$ cat src/rtl/spmv_mem_arbiter.sv
// Fixed-priority arbiter (mac store > cache load > decoder load) feeding a registered memory port through a skid FIFO.
// Define SPMV_ARB_STARVE_GUARD_EN to add a starvation guard that forces a decoder grant after STARVE_LIMIT lost cycles.
module spmv_mem_arbiter #(
    parameter int SKID_DEPTH   = 4,
    parameter int STARVE_LIMIT = 16
) (
    input  logic        clk,
    input  logic        rst,
    input  logic        st_base_ld,
    input  logic [47:0] st_base,
    input  logic [47:0] st_end,
    input  logic        mac_valid,
    input  logic [63:0] mac_data,
    output logic        mac_ready,
    input  logic        cache_valid,
    input  logic [47:0] cache_addr,
    output logic        cache_ready,
    input  logic        dec_valid,
    input  logic [47:0] dec_addr,
    input  logic [1:0]  dec_tag,
    output logic        dec_ready,
    output logic        req_mem_ld,
    output logic        req_mem_st,
    output logic [47:0] req_mem_addr,
    output logic [63:0] req_mem_d_or_tag,
    input  logic        req_mem_stall,
    output logic [47:0] st_addr,
    output logic        idle
);
    localparam int PTR_W = $clog2(SKID_DEPTH);

    typedef struct packed {
        logic [63:0] d_or_tag;
        logic [47:0] addr;
        logic        st;
        logic        ld;
    } entry_t;

    entry_t           fifo_mem [SKID_DEPTH];
    entry_t           push_entry;
    logic [PTR_W-1:0] wr_ptr_q, rd_ptr_q;
    logic [PTR_W:0]   count_q, count_d;
    logic [47:0]      st_addr_q, st_addr_d;
    logic             stall_q;
    logic             req_ld_q, req_st_q;
    logic [47:0]      req_addr_q;
    logic [63:0]      req_data_q;

    logic fifo_full, fifo_empty, can_grant, dec_force;
    logic mac_acc, cache_acc, dec_acc, st_drop, push, pop;

    assign fifo_full  = (count_q == (PTR_W+1)'(SKID_DEPTH));
    assign fifo_empty = (count_q == '0);
    assign can_grant  = rst && !fifo_full;

`ifdef SPMV_ARB_STARVE_GUARD_EN
    localparam int CNT_W = $clog2(STARVE_LIMIT + 1);
    logic [CNT_W-1:0] starve_q, starve_d;

    assign dec_force = dec_valid && (starve_q >= CNT_W'(STARVE_LIMIT));

    always_comb begin
        starve_d = starve_q;
        if (!dec_valid || dec_acc) begin
            starve_d = '0;
        end else if (starve_q < CNT_W'(STARVE_LIMIT)) begin
            starve_d = starve_q + CNT_W'(1);
        end
    end

    always_ff @(posedge clk or negedge rst) begin
        if (!rst) begin
            starve_q <= '0;
        end else begin
            starve_q <= starve_d;
        end
    end
`else
    // STARVE_LIMIT is always positive, so this folds to a constant 0.
    assign dec_force = dec_valid && (STARVE_LIMIT < 0);
`endif

    // NOTE: every always_comb output gets a default first so no path leaves it unassigned (no latch).
    always_comb begin
        mac_ready   = 1'b0;
        cache_ready = 1'b0;
        dec_ready   = 1'b0;
        if (can_grant) begin
            if (dec_force) begin
                dec_ready = 1'b1;
            end else if (mac_valid) begin
                mac_ready = 1'b1;
            end else if (cache_valid) begin
                cache_ready = 1'b1;
            end else if (dec_valid) begin
                dec_ready = 1'b1;
            end
        end
    end

    assign mac_acc   = mac_valid && mac_ready;
    assign cache_acc = cache_valid && cache_ready;
    assign dec_acc   = dec_valid && dec_ready;
    assign st_drop   = (st_addr_q == st_end);
    assign push      = (mac_acc && !st_drop) || cache_acc || dec_acc;
    assign pop       = !fifo_empty && !stall_q;

    always_comb begin
        push_entry = '0;
        if (mac_acc) begin
            push_entry = '{d_or_tag: mac_data, addr: st_addr_q, st: 1'b1, ld: 1'b0};
        end else if (cache_acc) begin
            push_entry = '{d_or_tag: 64'h1, addr: cache_addr, st: 1'b0, ld: 1'b1};
        end else if (dec_acc) begin
            push_entry = '{d_or_tag: {61'b0, dec_tag, 1'b0}, addr: dec_addr, st: 1'b0, ld: 1'b1};
        end
    end

    // A concurrent base load wins over the post-store increment.
    always_comb begin
        st_addr_d = st_addr_q;
        if (st_base_ld) begin
            st_addr_d = st_base;
        end else if (mac_acc && !st_drop) begin
            st_addr_d = st_addr_q + 48'd8;
        end
    end

    always_comb begin
        count_d = count_q;
        case ({push, pop})
            2'b10:   count_d = count_q + (PTR_W+1)'(1);
            2'b01:   count_d = count_q - (PTR_W+1)'(1);
            default: count_d = count_q;
        endcase
    end

    // NOTE: FIFO storage is not reset; emptiness is tracked by the pointers and count alone.
    always_ff @(posedge clk) begin
        if (push) begin
            fifo_mem[wr_ptr_q] <= push_entry;
        end
    end

    // NOTE: sequential state uses non-blocking assignments so every register samples pre-edge values.
    always_ff @(posedge clk or negedge rst) begin
        if (!rst) begin
            wr_ptr_q   <= '0;
            rd_ptr_q   <= '0;
            count_q    <= '0;
            st_addr_q  <= '0;
            stall_q    <= 1'b1;
            req_ld_q   <= 1'b0;
            req_st_q   <= 1'b0;
            req_addr_q <= '0;
            req_data_q <= '0;
        end else begin
            count_q   <= count_d;
            st_addr_q <= st_addr_d;
            stall_q   <= req_mem_stall;
            req_ld_q  <= pop && fifo_mem[rd_ptr_q].ld;
            req_st_q  <= pop && fifo_mem[rd_ptr_q].st;
            if (push) begin
                wr_ptr_q <= wr_ptr_q + PTR_W'(1);
            end
            if (pop) begin
                rd_ptr_q   <= rd_ptr_q + PTR_W'(1);
                req_addr_q <= fifo_mem[rd_ptr_q].addr;
                req_data_q <= fifo_mem[rd_ptr_q].d_or_tag;
            end
        end
    end

    assign req_mem_ld       = req_ld_q;
    assign req_mem_st       = req_st_q;
    assign req_mem_addr     = req_addr_q;
    assign req_mem_d_or_tag = req_data_q;
    assign st_addr          = st_addr_q;
    assign idle             = fifo_empty && !mac_valid && !cache_valid && !dec_valid
                              && !req_ld_q && !req_st_q;
endmodule

$ cat config.mk
export PLATFORM = sky130hd
export DESIGN_NAME = spmv_mem_arbiter
export DESIGN_NICKNAME = d
export VERILOG_FILES = /design/src/rtl/spmv_mem_arbiter.sv
export SDC_FILE = /design/constraint.sdc
export NUM_CORES = 1
export LEC_CHECK = 0
export CORE_MARGIN = 5
export CORE_UTILIZATION = 53
export DETAILED_ROUTE_END_ITERATION = 10
export GPL_TIMING_DRIVEN = 0
export PLACE_DENSITY = 0.8
export SYNTH_ARGS = -nofsm -noshare
export SYNTH_HDL_FRONTEND = slang
export SYNTH_SLANG_ARGS = --single-unit
$ cat constraint.sdc
create_clock -name clk -period 6.2 [get_ports clk]
set_input_delay 1.24 -clock clk [delete_from_list [all_inputs] [get_ports clk]]
set_output_delay 1.24 -clock clk [all_outputs]
set_load 0.01 [all_outputs]
[After elaboration in Yosys (flattened, before gate mapping)]
Memory sizes are Yosys's and may differ from the RTL's.
Cells that the tools add are included.
W data, S select, Z words.
Operators by class
  $add $sub $neg: 5
  eq/ne operators: 4
  multiplexer cells: 17
  reductions and logical operators: 27
Operator list (number)
  $mux W114: 1
  $mux W53: 2
  $mux W48: 2
  $add A48 B4 Y48 const B: 1
  $eq A48 B48 Y1: 1
  $logic_and A1 B1 Y1: 13
  $mux W1: 11
  $logic_not A1 Y1: 9
  $pmux W3 S2: 1
  $add A2 B1 Y2 const B: 2
  $reduce_bool A2 Y1: 2
  $add A3 B1 Y3 const B: 1
  $eq A3 B3 Y1 const B: 1
  $logic_not A3 Y1: 1
  $sub A3 B1 Y3 const B: 1
  $eq A2 B1 Y1 const B: 1
  $eq A2 B2 Y1 const B: 1
  $logic_or A1 B1 Y1: 2
Storage, ports and cells
  bits in registers: 170
  RAM bits: 456
  input bits: 265
  output and inout bits: 166
  logic and storage cells: 63
  memories: 1
Memories
  fifo_mem: depth 4, bits a word 114, rd ports 1, clocked after memory_dff 0, wr ports 1, line 39  | entry_t fifo_mem [SKID_DEPTH];

[Depth between registers and ports, before layout]
  depth in word-level cells: 10
  depth in mapped cells: 13
  depth with buffers taken out: 12

[Least setup slack after synthesis]
Ideal clock, no wire load.
  kind: input -> register
  start point: input rst
  end point: memory fifo_mem[0][0] (netlist name) (enable)
  library setup time: 0.487 ns
  arrival: 4.732 ns
  data required time: 5.713 ns
  path slack: 0.982 ns
  stages: 6
  path buffers: 1
  cells stage by stage: nor2b_1 and3_1 clkbuf_1 or2_2 nand2b_1 and2_1
Between the ends
  word-level cells in the longest chain between the ends: 8
  elaborated cells between the ends (all ways): 12
  classes of those cells: mux (5); reduce/logical (7)
RTL lines
  from (decl): line 8  | input logic rst,
  $logic_and A1 B1 Y1 (*): line 54  | assign can_grant = rst && !fifo_full;
  $mux W1: line 88  | if (can_grant) begin
  $logic_and A1 B1 Y1: line 101  | assign mac_acc = mac_valid && mac_ready;
  $logic_and A1 B1 Y1: line 105  | assign push = (mac_acc && !st_drop) || cache_acc || dec_acc;
  $logic_or A1 B1 Y1: line 105
  $logic_or A1 B1 Y1 (*): line 105
  $mux W1 (*): line 140  | if (push) begin
  $mux W1 (not written as such) (*): line 141  | fifo_mem[wr_ptr_q] <= push_entry;
  to (decl): line 39
Mark *: on every way between the ends. The rest lies on a longest branch, timed or not.

[Worst setup path in the final report]
  start point: input rst
  end point: output mac_ready
Between the ends
  word-level cells in the longest chain between the ends: 2
RTL lines
  $logic_and A1 B1 Y1: line 54
  $mux W1: line 88
  to (decl): line 14  | output logic mac_ready,
No other way between the ends.

==> impl_metrics.json <==
{
  "status": "finished clean",
  "synth-edff-count": 456,
  "synth_compound_area_share_pct": 3.88,
  "startpoint_type": "primary input",
  "synth_xor_area_share_pct": 1.93,
  "reg2regPathDepth": 12,
  "synthArstFlopShare_pct": 27.2,
  "place_hpwl_um": 56900,
  "crit_type": "in -> out",
  "syn_nets": 1857,
  "clock_path_buffers": 3,
  "powerDensity_nw_per_um2": 423,
  "layout_worst_path_cycle_share_pct": 98.7,
  "synth_adder_area_share_pct": 0.367,
  "rr_endpoint": "count_q[2]",
  "grt_max_degree": 103,
  "yosysSeqAreaShare_pct": 69.2,
  "finalHoldViolations": 0,
  "ios": 431,
  "overflow": 0,
  "hold_class": "reg -> reg",
  "peakVddDrop_v": 0.000339,
  "cts_num_sinks": 626,
  "synth_top_family_by_area": "multiplexers",
  "drtIter0Drc": 1477,
  "nNetsFinal": 2359,
  "synth-simple-area-share_pct": 7.90,
  "cts_tree": "done",
  "cts_root_buf": "clkbuf_16",
  "skew_ns": 0.0295,
  "grt_pass1_wl_um": 117000,
  "syn_inst": 1585,
  "grt_pass1_vias": 17600,
  "synth_commonest_cells": "edfxtp_1, dfrtp_1, mux2_2",
  "drtPass1Iterations": 5,
  "synth_top_area_share_pct": 52.8,
  "synth_mux_area_share_pct": 15.1,
  "crit_fanout": 102,
  "die_w_um": 231,
  "hold_depth": 1,
  "setup_viol": 0,
  "grt_setup_unrepaired": "false",
  "core_um2": 48600,
  "drive_above_1_share_pct": 16.9,
  "die_area_um2": 53400,
  "ys.flop_type": "edfxtp_1",
  "drtAntennaViolNets": 0,
  "p_leak_nw": 11.7,
  "yosysMostFrequentCell": "edfxtp_1",
  "numPlacedInstances": 2646,
  "cts_buffers": 61,
  "rrSetupSlack_ns": 0.87,
  "clkSlewWorstSetupHoldPaths_ns": 0.06,
  "whs_ns": 0.505,
  "worstMarginPinSlew_ns": 1.35,
  "drc": 0,
  "cts_hold_buf": 0,
  "yosysUniqueCellTypes": 54,
  "areaGrowthSynthToFinish_pct": 28.5,
  "tns_ns": 0,
  "placementRows": 81,
  "cts_htree_levels": 2,
  "final_max_slew_viol_count": 0,
  "worstHoldStart": "req_mem_addr[12]",
  "clk_latency_ns": 0.62,
  "gp_congestion": 0.991,
  "avgSynthCellArea_um2": 16.4,
  "final-instance-count-excl-fill": 2763,
  "die_h_um": 231,
  "setup_slack_ns": 0.0799,
  "antenna_found_initial": 4,
  "design_area_um2": 33300,
  "yosys_warnings": 0,
  "whs_endpoint": "req_mem_addr[12]",
  "initial_core_util_pct": 53.3,
  "ys_seq_elements": 626,
  "portBuffers": 430,
  "synthTopCellsByArea": "edfxtp_1, dfrtp_1, mux4_2",
  "wl_per_cell_um": 29.0,
  "syn-cell-area_um2": 25900,
  "r2r-start": "st_addr[4]",
  "crit_arrival_ns": 4.88,
  "dp_slack_ns": -0.195,
  "end_kind": "output port",
  "yosys.area.top_type": "edfxtp_1",
  "drt-total-wl_um": 80200,
  "grt_use_total_pct": 29.8,
  "fmax_mhz": 163,
  "fin_crit_ns": 6.12,
  "drv_cap": 0,
  "routed_via_density": 6.10,
  "placed_cell_area_um2": 31300,
  "slew-limit-headroom_pct": 9.30,
  "required_ns": 4.96,
  "num_vias": 16900
}
## cell families (layout without fill, tap and decap cells)
group | after synthesis | in the layout
compound gates | 170 | 170
xor+xnor | 57 | 57
fa+ha+maj | 7 | 7
buf+inv | 110 | 664
flops | 626 | 626
mux | 233 | 233
other cells | 0 | 2
simple gates | 382 | 382
## power breakdown
part           internal [W]  switching, W  total, W  leakage, nW
sequential          0.00558      0.000445   0.00602         6.27
combinational       0.00226       0.00209   0.00435         4.46
clock               0.00215       0.00157   0.00372        0.988
## layer usage
layer	up-vias	share of wire, %	global-route usage, %	routed length, µm
met5	-	0.021	0	17
met4	2	5.1	13.1	4120
met3	160	8.4	6.49	6780
met2	890	48	47.2	38400
met1	8652	39	40.3	30900
li1	7164	-	-	-
## sequential cells by signal, indices dropped and copies added, names as in the netlist
register / flops
fifo_mem: 456
req_mem_d_or_tag: 64
req_mem_addr: 48
st_addr: 48
count_q: 3
rd_ptr_q: 2
wr_ptr_q: 2
req_mem_ld: 1
req_mem_st: 1
stall_q: 1
## layout by cell type (no fill, tap or decap), drive strengths merged, types with 19 or more instances in the layout
cell	n
clkbuf	164
buf	32
and2	70
a21oi	52
nand2	89
edfxtp	456
mux4	114
a31oi	19
o21ai	50
nand3	38
mux2	116
dfrtp	169
nor2	73
clkdlybuf4s50	429
or4	25
o211ai	21
xor2	50
## worst max-delay path, stage by stage
cell and delay [ns]:
buf_8 0.61, o211ai_1 0.39, clkinv_1 0.41, clkbuf_2 0.56, buf_1 0.83, clkdlybuf4s50_1 0.72
## timing repair
action,4_1_cts,5_1_grt
buffers inserted,0,0
resized for setup,1,0
endpoints found under the setup margin,1,0
## stage by stage
step	total power [W]	util, %
floorplan	0.00840	-
global placement	0.0104	63.7
detailed placement	0.0105	64.3
CTS	0.0142	68.5
global route	0.0147	68.5
finish	0.0141	68.5
## area by class of cell
| type | instances | area [µm²] |
|---|---|---|
| clock inverters | 23 | 241 |
| repair buffers | 439 | 4560 |
| clock buffers | 92 | 1780 |
| well taps | 622 | 778 |
| plain buffers | 94 | 367 |
| diodes | 2 | 5.00 |
| multi-input cells | 849 | 7570 |
| flip-flops and latches | 626 | 17900 |
| fillers | 3258 | 15300 |
| inverters | 16 | 60.1 |
## how the worst max path moves through the flow
stage,slack [ns],to,start
2_1_floorplan,0.98,fifo_mem[0][0],rst
3_3_place_gp,-10.67,fifo_mem[2][102],rst
3_5_place_dp,-0.19,mac_ready,rst
4_1_cts,0.16,mac_ready,rst
5_1_grt,0.04,mac_ready,rst
6_report,0.08,mac_ready,rst
Power figures use the tool's default switching activity.
==> variant 1, RTL diff (same settings) <==
The parameter `SKID_DEPTH` goes from 4 to 8.
--- a/src/rtl/spmv_mem_arbiter.sv
+++ b/src/rtl/spmv_mem_arbiter.sv
@@ -3,3 +3,3 @@
 module spmv_mem_arbiter #(
-    parameter int SKID_DEPTH   = 4,
+    parameter int SKID_DEPTH   = 8,
     parameter int STARVE_LIMIT = 16
Function: no difference found for any inputs over 4 cycles, from zero or initial values and one cycle with rst low; that may be too few to reach the edited logic, so the function may still have changed.
==> variant 1 against the unedited design <==
Count of clock-buffer cells in the layout is 38 higher; power grew 67%; sequential cell count up 459; synthesized area up 67%; routed wire length increased by 61%; setup slack gained 0.11 ns; cell area is 63% higher; synthesized cell count increased by 52%; largest cell class unchanged.
==> variant 1: results (changes against the unedited design) <==
[run_status]
status = completed  ; unchanged

[placement]
dp.cells = 3978  ; was 2646
dp_slack_ns = -0.755  ; was -0.195 ns
place_area_um2 = 50600  ; was 31300 µm²
numPortBuffers = 429  ; was 430
gp_congestion = 1.02  ; was 0.991

[global_routing]
first_global_vias = 27575  ; was 17593
antenna_found_initial = 7  ; was 4
track_usage = 0.295  ; was 0.298

[detailed_routing]
wl_met3_um = 11600  ; was 6780 µm
wl_per_cell_um = 30.9  ; was 29.0 µm
drt_pre_antenna_iters = 6  ; was 5
routed.top_layer = met4  ; was met5
drt_first_iter_violations = 2948  ; was 1477
drt-met1-wl_um = 47300  ; was 30900 µm

[worst_setup_path]
r2r-end = count_q[3]  ; was count_q[2]
r2r_slack_ns = 1.13  ; was 0.87 ns
r2r_start = count_q[0]  ; was st_addr[4]
crit_path_top_delay_cell = clkdlybuf4s50_1  ; was buf_1

[synth]
synth.avg_cell_area_um2 = 18.0  ; was 16.4 µm²
synthTopCellsByCount = edfxtp_1, mux4_2, nand2_1  ; was edfxtp_1, dfrtp_1, mux2_2
synth-async-reset-ratio = 0.159  ; was 0.272
syn_nets = 2683  ; was 1857
synth.area.mux_share = 0.146  ; was 0.151
synthXorXnorAreaFrac = 0.0117  ; was 0.0193
synth_compound_area_frac = 0.0379  ; was 0.0388

[clocking]
numCtsBuffers = 104  ; was 61
clock_latency_ns = 0.66  ; was 0.62 ns

[cells_and_area]
post-route-util = 0.664  ; was 0.685
nets = 3285  ; was 2359
fin_cells = 4179  ; was 2763
drive_gt1_frac = 0.172  ; was 0.169

[sta]
slew_headroom = 0.0790  ; was 0.0930
holdWs_ns = 0.481  ; was 0.505 ns

[power]
p_leak_nw = 18.8  ; was 11.7 nW
ir_drop_mv = 0.242  ; was 0.339 mV

[hold_path]
worstHoldStart = req_mem_d_or_tag[56]  ; was req_mem_addr[12]
min_to = req_mem_d_or_tag[56]  ; was req_mem_addr[12]

[die]
die-width_um = 296  ; was 231 µm

## variant 1: area by class of cell
class                           count  share of cell area
Tap cell                         1070              0.0247
Timing Repair Buffer              497               0.105
Clock inverter                     66              0.0156
Buffer                            146              0.0118
Inverter                           33             0.00228
Multi-Input combinational cell   1146               0.203
Sequential cell                  1085               0.585
Clock buffer                      130              0.0522
Antenna cell                        6            0.000277
## variant 1: power breakdown
part           total, mW  switching [mW]  leakage, nW  internal (mW)
clock network       6.76            2.78         1.79           3.98
logic               6.98            3.71         6.53           3.27
registers           9.81           0.604         10.5           9.21
## variant 1: routing by layer
metal  global-route usage  up-vias
met4                0.121        0
met3               0.0569      292
li1                     -    10804
met5                    0        -
met1                0.385    13328
met2                0.494     1562
## variant 1: what timing repair did
| action | 4_1_cts | 5_1_grt |
|---|---|---|
| setup buffers | 0 | 0 |
| gates resized for setup | 0 | 2 |
| endpoints found under the setup margin | 1 | 2 |
==> variant 2, RTL diff (same settings) <==
Without the edit above. `st_addr_q` no longer has a reset.
--- a/src/rtl/spmv_mem_arbiter.sv
+++ b/src/rtl/spmv_mem_arbiter.sv
@@ -150,3 +150,2 @@
             count_q    <= '0;
-            st_addr_q  <= '0;
             stall_q    <= 1'b1;
@@ -158,3 +157,2 @@
             count_q   <= count_d;
-            st_addr_q <= st_addr_d;
             stall_q   <= req_mem_stall;
@@ -173,2 +171,6 @@
 
+    always_ff @(posedge clk) begin
+        st_addr_q <= st_addr_d;
+    end
+
     assign req_mem_ld       = req_ld_q;
Check against the original RTL: not equivalent (Yosys sat finds a counterexample within 4 cycles, from zero or initial values and one cycle with rst low).
==> variant 2 against the unedited design <==
Synthesized area is 0.14% higher; sequential cell count stayed put; highest routed layer is now met4; cell area is 1.2% higher; largest cell class unchanged; synthesized cell count decreased by 2.2%; setup slack improved by 0.25 ns; routed wire length is 9.9% lower; power up 1.7%.
==> variant 2: results (changes against the unedited design) <==
[global_routing]
first_global_vias = 17075  ; was 17593
grt_max_degree = 74  ; was 103
antenna_found_initial = 1  ; was 4
grt_pass1_wl_um = 107000  ; was 117000 µm
track_usage = 0.268  ; was 0.298

[power]
ir_drop_mv = 0.219  ; was 0.339 mV
p_leak_nw = 11.7  ; about the same
p_switching_mw = 4.10  ; was 4.11 mW

[cells_and_area]
drive_gt1_frac = 0.182  ; was 0.169
fillers = 3165  ; was 3258

[hold_path]
min_to = req_mem_d_or_tag[7]  ; was req_mem_addr[12]

[detailed_routing]
via_per_inst = 5.85  ; was 6.10
wl_um = 72300  ; was 80200 µm

[run_status]
status = completed  ; unchanged

[synth]
synthTopCellsByCount = edfxtp_1, dfrtp_1, mux4_2  ; was edfxtp_1, dfrtp_1, mux2_2
yosysSeqAreaShare = 0.700  ; was 0.692
synthXorXnorAreaFrac = 0.0273  ; was 0.0193
synth.area.mux_share = 0.148  ; was 0.151
synth-async-reset-ratio = 0.195  ; was 0.272
synth_compound_area_frac = 0.0350  ; was 0.0388

[sta]
skew_ns = 0.0353  ; was 0.0295 ns
holdWs_ns = 0.504  ; was 0.505 ns
tightest_slew_ns = 1.40  ; was 1.35 ns

[placement]
dpl.hpwl_um = 51800  ; was 56900 µm
gp_congestion = 0.946  ; was 0.991
numPortBuffers = 429  ; was 430

[clocking]
numCtsBuffers = 60  ; was 61

[worst_setup_path]
r2r-end = fifo_mem[3][71]  ; was count_q[2]
rr_worst_depth = 9  ; was 12
cp.arrival_ns = 4.63  ; was 4.88 ns
r2r_slack_ns = 2.13  ; was 0.87 ns
crit_path_top_delay_cell = clkdlybuf4s15_1  ; was buf_1
r2r_start = count_q[0]  ; was st_addr[4]

variant 2: timing repair:
action | CTS | global route
resized for setup | 0 | 3
endpoints found under the setup margin | 1 | 1
hold buffers | 0 | 0
hold endpoints to repair | 0 | 0
variant 2: worst register-to-register path, stage by stage (launching register included):
cell,delay (ns)
dfrtp_1,0.43
or3b_1,0.45
and4b_1,0.27
clkbuf_1,0.38
nor2_1,0.32
inv_1,0.24
nor4_2,0.95
nor2_4,0.31
buf_12,0.27
buf_12,0.19
variant 2: metal layers:
layer  vias up  routed length (µm)  GRT usage
met1      8209               27300      0.354
met3       142                5820     0.0507
met4         0                3200      0.107
li1       6996                   -          -
met2       905               36000      0.447
met5         -                   0          0
variant 2: worst max path at each step:
stage	to	cells after the start	slack, ns
2_1_floorplan	fifo_mem[0][0]	6	-1.20
3_3_place_gp	fifo_mem[3][102]	6	-13.18
3_5_place_dp	mac_ready	7	-0.41
4_1_cts	mac_ready	6	0.18
5_1_grt	mac_ready	6	0.01
6_report	mac_ready	6	0.33
variant 2: power groups by stage:
stage | registers [mW] | clock network (mW) | logic [mW]
3_3_place_gp | 6.31 | 0 | 4.21
2_1_floorplan | 6.30 | 0 | 2.23
3_5_place_dp | 6.17 | 0 | 4.46
5_1_grt | 6.17 | 4.04 | 4.72
4_1_cts | 6.10 | 3.87 | 4.50
6_report | 6.09 | 3.81 | 4.43
variant 2: layout make-up:
class | count | area, µm² | area share
clock inverters | 27 | 365 | 0.0108
multi-input cells | 814 | 7340 | 0.218
well taps | 664 | 831 | 0.0246
plain buffers | 93 | 425 | 0.0126
diodes | 1 | 2.50 | 0.0000742
flip-flops and latches | 626 | 18200 | 0.540
clock buffers | 86 | 1730 | 0.0514
inverters | 16 | 63.8 | 0.00189
repair buffers | 450 | 4760 | 0.141
